File: src/rtl/codigo_serializador.sv
// Serial transmit stage: captures 4-bit code words on ready rising edges into a
// 2-entry FIFO and sends each as start, 4 data bits LSB-first, even parity, stop.
module codigo_serializador #(
  parameter int unsigned CLKS_PER_BIT = 4
) (
  input  logic clk,
  input  logic reset,
  input  logic S0,
  input  logic S1,
  input  logic S2,
  input  logic S3,
  input  logic ready,
  output logic TX,
  output logic BUSY,
  output logic FULL,
  output logic OVF
);

  // state  | meaning
  // IDLE   | line high, waiting for a queued word
  // START  | start bit (0)
  // DATA   | 4 data bits, LSB first
  // PARITY | even parity bit
  // STOP   | stop bit (1); pops the next word here for back-to-back frames
  typedef enum logic [2:0] {IDLE, START, DATA, PARITY, STOP} state_t;

  localparam logic [7:0] DIV_LAST = 8'(CLKS_PER_BIT - 1);

  state_t      state_q, state_d;
  logic [7:0]  div_q, div_d;
  logic [1:0]  bit_q, bit_d;
  logic [3:0]  shift_q, shift_d;
  logic        par_q, par_d;
  logic        tx_q, tx_d;
  logic        ovf_q, ovf_d;
  logic        ready_hist_q;
  logic [3:0]  mem_q [2];
  logic [3:0]  mem_d [2];
  logic        wr_ptr_q, wr_ptr_d;
  logic        rd_ptr_q, rd_ptr_d;
  logic [1:0]  count_q, count_d;

  logic        capture, push, pop, div_last, fifo_full;
  logic [3:0]  word_in, head;

  assign word_in   = {S3, S2, S1, S0};
  assign head      = mem_q[rd_ptr_q];
  assign div_last  = (div_q == DIV_LAST);
  assign fifo_full = (count_q == 2'd2);
  assign capture   = ready & ~ready_hist_q;

  always_comb begin
    state_d = state_q;
    div_d   = div_q;
    bit_d   = bit_q;
    shift_d = shift_q;
    par_d   = par_q;
    tx_d    = tx_q;
    pop     = 1'b0;
    case (state_q)
      IDLE: begin
        div_d = '0;
        tx_d  = 1'b1;
        if (count_q != 2'd0) begin
          pop     = 1'b1;
          shift_d = head;
          par_d   = ^head;
          tx_d    = 1'b0;
          state_d = START;
        end
      end
      START: begin
        if (div_last) begin
          div_d   = '0;
          bit_d   = '0;
          tx_d    = shift_q[0];
          state_d = DATA;
        end else begin
          div_d = div_q + 8'd1;
        end
      end
      DATA: begin
        if (div_last) begin
          div_d = '0;
          if (bit_q == 2'd3) begin
            tx_d    = par_q;
            state_d = PARITY;
          end else begin
            bit_d   = bit_q + 2'd1;
            shift_d = {1'b0, shift_q[3:1]};
            tx_d    = shift_q[1];
          end
        end else begin
          div_d = div_q + 8'd1;
        end
      end
      PARITY: begin
        if (div_last) begin
          div_d   = '0;
          tx_d    = 1'b1;
          state_d = STOP;
        end else begin
          div_d = div_q + 8'd1;
        end
      end
      STOP: begin
        if (div_last) begin
          div_d = '0;
          if (count_q != 2'd0) begin
            pop     = 1'b1;
            shift_d = head;
            par_d   = ^head;
            tx_d    = 1'b0;
            state_d = START;
          end else begin
            tx_d    = 1'b1;
            state_d = IDLE;
          end
        end else begin
          div_d = div_q + 8'd1;
        end
      end
      default: begin
        div_d   = '0;
        tx_d    = 1'b1;
        state_d = IDLE;
      end
    endcase
  end

  // A pop on the same edge frees a slot, so a push into a full FIFO is then accepted.
  always_comb begin
    push     = capture & (~fifo_full | pop);
    ovf_d    = capture & fifo_full & ~pop;
    mem_d    = mem_q;
    if (push) mem_d[wr_ptr_q] = word_in;
    wr_ptr_d = wr_ptr_q ^ push;
    rd_ptr_d = rd_ptr_q ^ pop;
    count_d  = count_q + {1'b0, push} - {1'b0, pop};
  end

  always_ff @(posedge clk or negedge reset) begin
    if (!reset) begin
      state_q      <= IDLE;
      div_q        <= '0;
      bit_q        <= '0;
      shift_q      <= '0;
      par_q        <= 1'b0;
      tx_q         <= 1'b1;
      ovf_q        <= 1'b0;
      ready_hist_q <= 1'b1;
      mem_q        <= '{default: '0};
      wr_ptr_q     <= 1'b0;
      rd_ptr_q     <= 1'b0;
      count_q      <= '0;
    end else begin
      state_q      <= state_d;
      div_q        <= div_d;
      bit_q        <= bit_d;
      shift_q      <= shift_d;
      par_q        <= par_d;
      tx_q         <= tx_d;
      ovf_q        <= ovf_d;
      ready_hist_q <= ready;
      mem_q        <= mem_d;
      wr_ptr_q     <= wr_ptr_d;
      rd_ptr_q     <= rd_ptr_d;
      count_q      <= count_d;
    end
  end

  assign TX   = tx_q;
  assign OVF  = ovf_q;
  assign FULL = fifo_full;
  assign BUSY = (state_q != IDLE) || (count_q != 2'd0);

endmodule
File: config.mk
export PLATFORM = sky130hd
export DESIGN_NAME = codigo_serializador
export DESIGN_NICKNAME = d
export VERILOG_FILES = /design/src/rtl/codigo_serializador.sv
export SDC_FILE = /design/constraint.sdc
export NUM_CORES = 1
export LEC_CHECK = 0
export CAP_MARGIN = 20
export CORE_ASPECT_RATIO = 0.75
export CORE_UTILIZATION = 40
export CTS_BUF_LIST = sky130_fd_sc_hd__clkbuf_8
export CTS_CLUSTER_DIAMETER = 30
export DETAILED_ROUTE_END_ITERATION = 16
export GPL_TIMING_DRIVEN = 0
export PLACE_DENSITY = 0.64
export SLEW_MARGIN = 10
export SYNTH_ARGS = -nofsm -noshare
export SYNTH_HDL_FRONTEND = slang
export SYNTH_SLANG_ARGS = --single-unit
File: constraint.sdc
create_clock -name clk -period 2.36 [get_ports clk]
set_input_delay 0.236 -clock clk [delete_from_list [all_inputs] [get_ports clk]]
set_output_delay 0.236 -clock clk [all_outputs]
set_load 0.01 [all_outputs]
==> impl_metrics.tcl <==
set metrics [dict create \
    syn_area_per_cell_um2 11.4 \
    io_buffers 10 \
    worstPathMaxFanout 3 \
    rsz0062_at_grt "true" \
    multi_input_area_um2 792 \
    worstMarginPinSlew_ns 0.730 \
    endpoint_kind "register" \
    track_usage_pct 15.4 \
    grt_pass1_wl_um 4910 \
    yosys_warnings 0 \
    violations "setup timing" \
    syn_nets 157 \
    cts_max_level 2 \
    numCtsBuffers 5 \
    fin_ws_ns -0.0140 \
    antenna_found_initial 0 \
    fin_skew_ns 0.00530 \
    relSlewSlack_pct 51.3 \
    synth_area_leaders "dfrtp_1 (47%), mux2_2 (8.9%), ha_1 (4.6%)" \
    slew_violations 0 \
    clock_latency_ns 0.28 \
    fin_nets 181 \
    hold_ws_ns 0.0103 \
    fin_crit_sh_pct 101 \
    synth_area_um2 1640 \
    fin_cells 221 \
    synthToLayoutAreaGrowth_pct 21.5 \
    drt_wl_total_um 2790 \
    hpwl_um 1910 \
    pre_cts_ws_ns -0.213 \
    critPathKind "reg2reg" \
    grt_max_degree 34 \
    cts.clk_slew.worst_paths_ns 0.07 \
    total_leakage_power_uw 0.000885 \
    critPathLaunch "div_q[1]$_DFF_PN0_" \
    ys_ff_latch 33 \
    worst_ep_required_time_ns 2.52 \
    cp.arrival_ns 2.54 \
    vias 1085 \
    core_um2 3780 \
    final_area_um2 1990 \
    start_util_pct 43.3 \
    yosys.area.top_type_share_pct 47.4 \
    ios 11 \
    pwr_density_cell_nw_per_um2 1360 \
    layout_common_cells "dfrtp_1 (31), mux2_2 (13), nor2_1 (12)" \
    root_buffer "clkbuf_8" \
    drc_errors 0 \
    first_iter_violations 57 \
    fmax_mhz 421 \
    firstDrtPassIters 4 \
    drive_above_1_share_pct 26.0 \
    cts_sinks 33 \
    yosysTopAreaCell "dfrtp_1" \
    cts_max_path_buffers 2 \
    synthFlopType "dfrtp_1" \
    synth_cells 144 \
    place_area_um2 1800 \
    vdd_drop_max_v 0.000592 \
    outcome "finished with violations" \
    r2r-start "div_q[1]$_DFF_PN0_" \
    place_inst 206 \
    die_height_um 57.4 \
    synth-edff-count 0 \
    n_antenna_cell 0 \
    regArea_um2 828 \
    grt_pass1_vias 1162 \
    seq_area_frac_synth_pct 50.6 \
    synth_cell_type_count 35 \
    std_cell_rows 19 \
    ant_nets 0 \
    mostFrequentLayoutCell "dfrtp_1" \
    finalCriticalPeriod_ns 2.37 \
    ys_async_sr_fraction_pct 100 \
    drv_cap 0 \
    setup_viol 1 \
    final-hold-violation-count 0 \
    cp-start-kind "register" \
    dieWidth_um 75.9 \
    fillers 335 \
    grt_overflow 0 \
    viasPerCell 4.91 \
    wire_per_inst_um 12.6 \
    hold_class "in2async" \
    routabilityCongestion 0.789 \
    cts_tree "yes" \
    die_area_um2 4350 \
]
-- synthesized netlist by cell type (2+ instances only) --
| library cell | count |
|---|---|
| nand2_1 | 3 |
| or3_1 | 4 |
| dfrtp_1 | 31 |
| nor3b_1 | 3 |
| mux2i_1 | 6 |
| o21ai_0 | 7 |
| nand3_1 | 7 |
| ha_1 | 6 |
| mux2_2 | 13 |
| nor2_1 | 12 |
| xor2_1 | 7 |
| dfstp_2 | 2 |
| nor3_1 | 2 |
| nand2b_1 | 3 |
| o211ai_1 | 2 |
| xnor2_1 | 6 |
| clkbuf_1 | 4 |
| inv_1 | 9 |
-- layout make-up --
class                           count  area share [%]
Buffer                              5            1.01
Timing Repair Buffer               17            7.43
Sequential cell                    33            41.7
Clock buffer                        7            4.85
Multi-Input combinational cell     97            39.8
Tap cell                           52            3.27
Inverter                            9            1.70
Clock inverter                      1           0.252
-- worst max-delay path: stages (launching register included) --
cell      delay [ns]
dfrtp_1         0.36
ha_2            0.19
or4b_4          0.48
or2_4           0.26
a21oi_4         0.16
o21bai_1        0.08
ha_1            0.27
inv_1           0.04
ha_2            0.17
xnor2_2         0.13
xnor2_1         0.12
-- report_power, final --
group / switching (µW) / internal [µW]
registers: 125 / 804
clock network: 196 / 263
logic: 635 / 687
total: 957 / 1750
-- timing repair --
action | in CTS | in global routing
buffers inserted | 6 | 1
setup endpoints to repair | 10 | 9
gates resized for setup | 3 | 3
pin swaps | 7 | 7
hold buffers | 0 | 0
-- registers in the layout (all words and copies together) (netlist names) --
signal / flops
OVF: 1
TX: 1
bit_q: 2
count_q: 2
div_q: 8
mem_q: 8
par_q: 1
rd_ptr_q: 1
ready_hist_q: 1
shift_q: 4
state_q: 3
wr_ptr_q: 1
-- cell families (layout without fill, tap and decap cells) --
kind of cell,count (synthesis),after routing,share of synthesized area (%)
DFF,33,33,50.6
and+or+nand+nor,41,41,13.8
xor gates and xnor gates,13,13,6.96
adders and majority gates,6,6,4.59
muxes,19,19,12.6
AOI/OAI and AO/OA,18,18,8.10
buffers and inverters,14,39,3.29
-- stage by stage --
step                TNS (ns)  power, µW  utilization (%)
detailed placement     -1.56       2140             47.6
global placement       -1.50       2090             47.7
floorplan            -0.0594       1860                -
global route         -0.0708       2930             52.6
CTS                  -0.0683       2710             51.8
finish               -0.0140       2710             52.6
-- worst paths after layout --
kind | slack, ns | to | depth (start not counted)
min | 0.01 | mem_q[3]$_DFFE_PN0P_ | 1
max in group asynchronous | 1.88 | count_q[0]$_DFF_PN0_ | 1
max reg2reg | -0.01 | count_q[1]$_DFF_PN0_ | 10
min reg2reg | 0.49 | TX$_DFFE_PN1P_ | 2
max | -0.01 | count_q[1]$_DFF_PN0_ | 10
min in group clk | 0.39 | ready_hist_q$_DFF_PN1_ | 1
-- layer usage --
| layer | vias up | wire [µm] | track usage [%] |
|---|---|---|---|
| met3 | 6 | 86 | 5.48 |
| met1 | 525 | 1430 | 19.5 |
| met2 | 8 | 1230 | 23.6 |
| met4 | 0 | 34 | 6.88 |
| li1 | 546 | - | - |
| met5 | - | 0 | 0 |
Power figures use the tool's default switching activity.
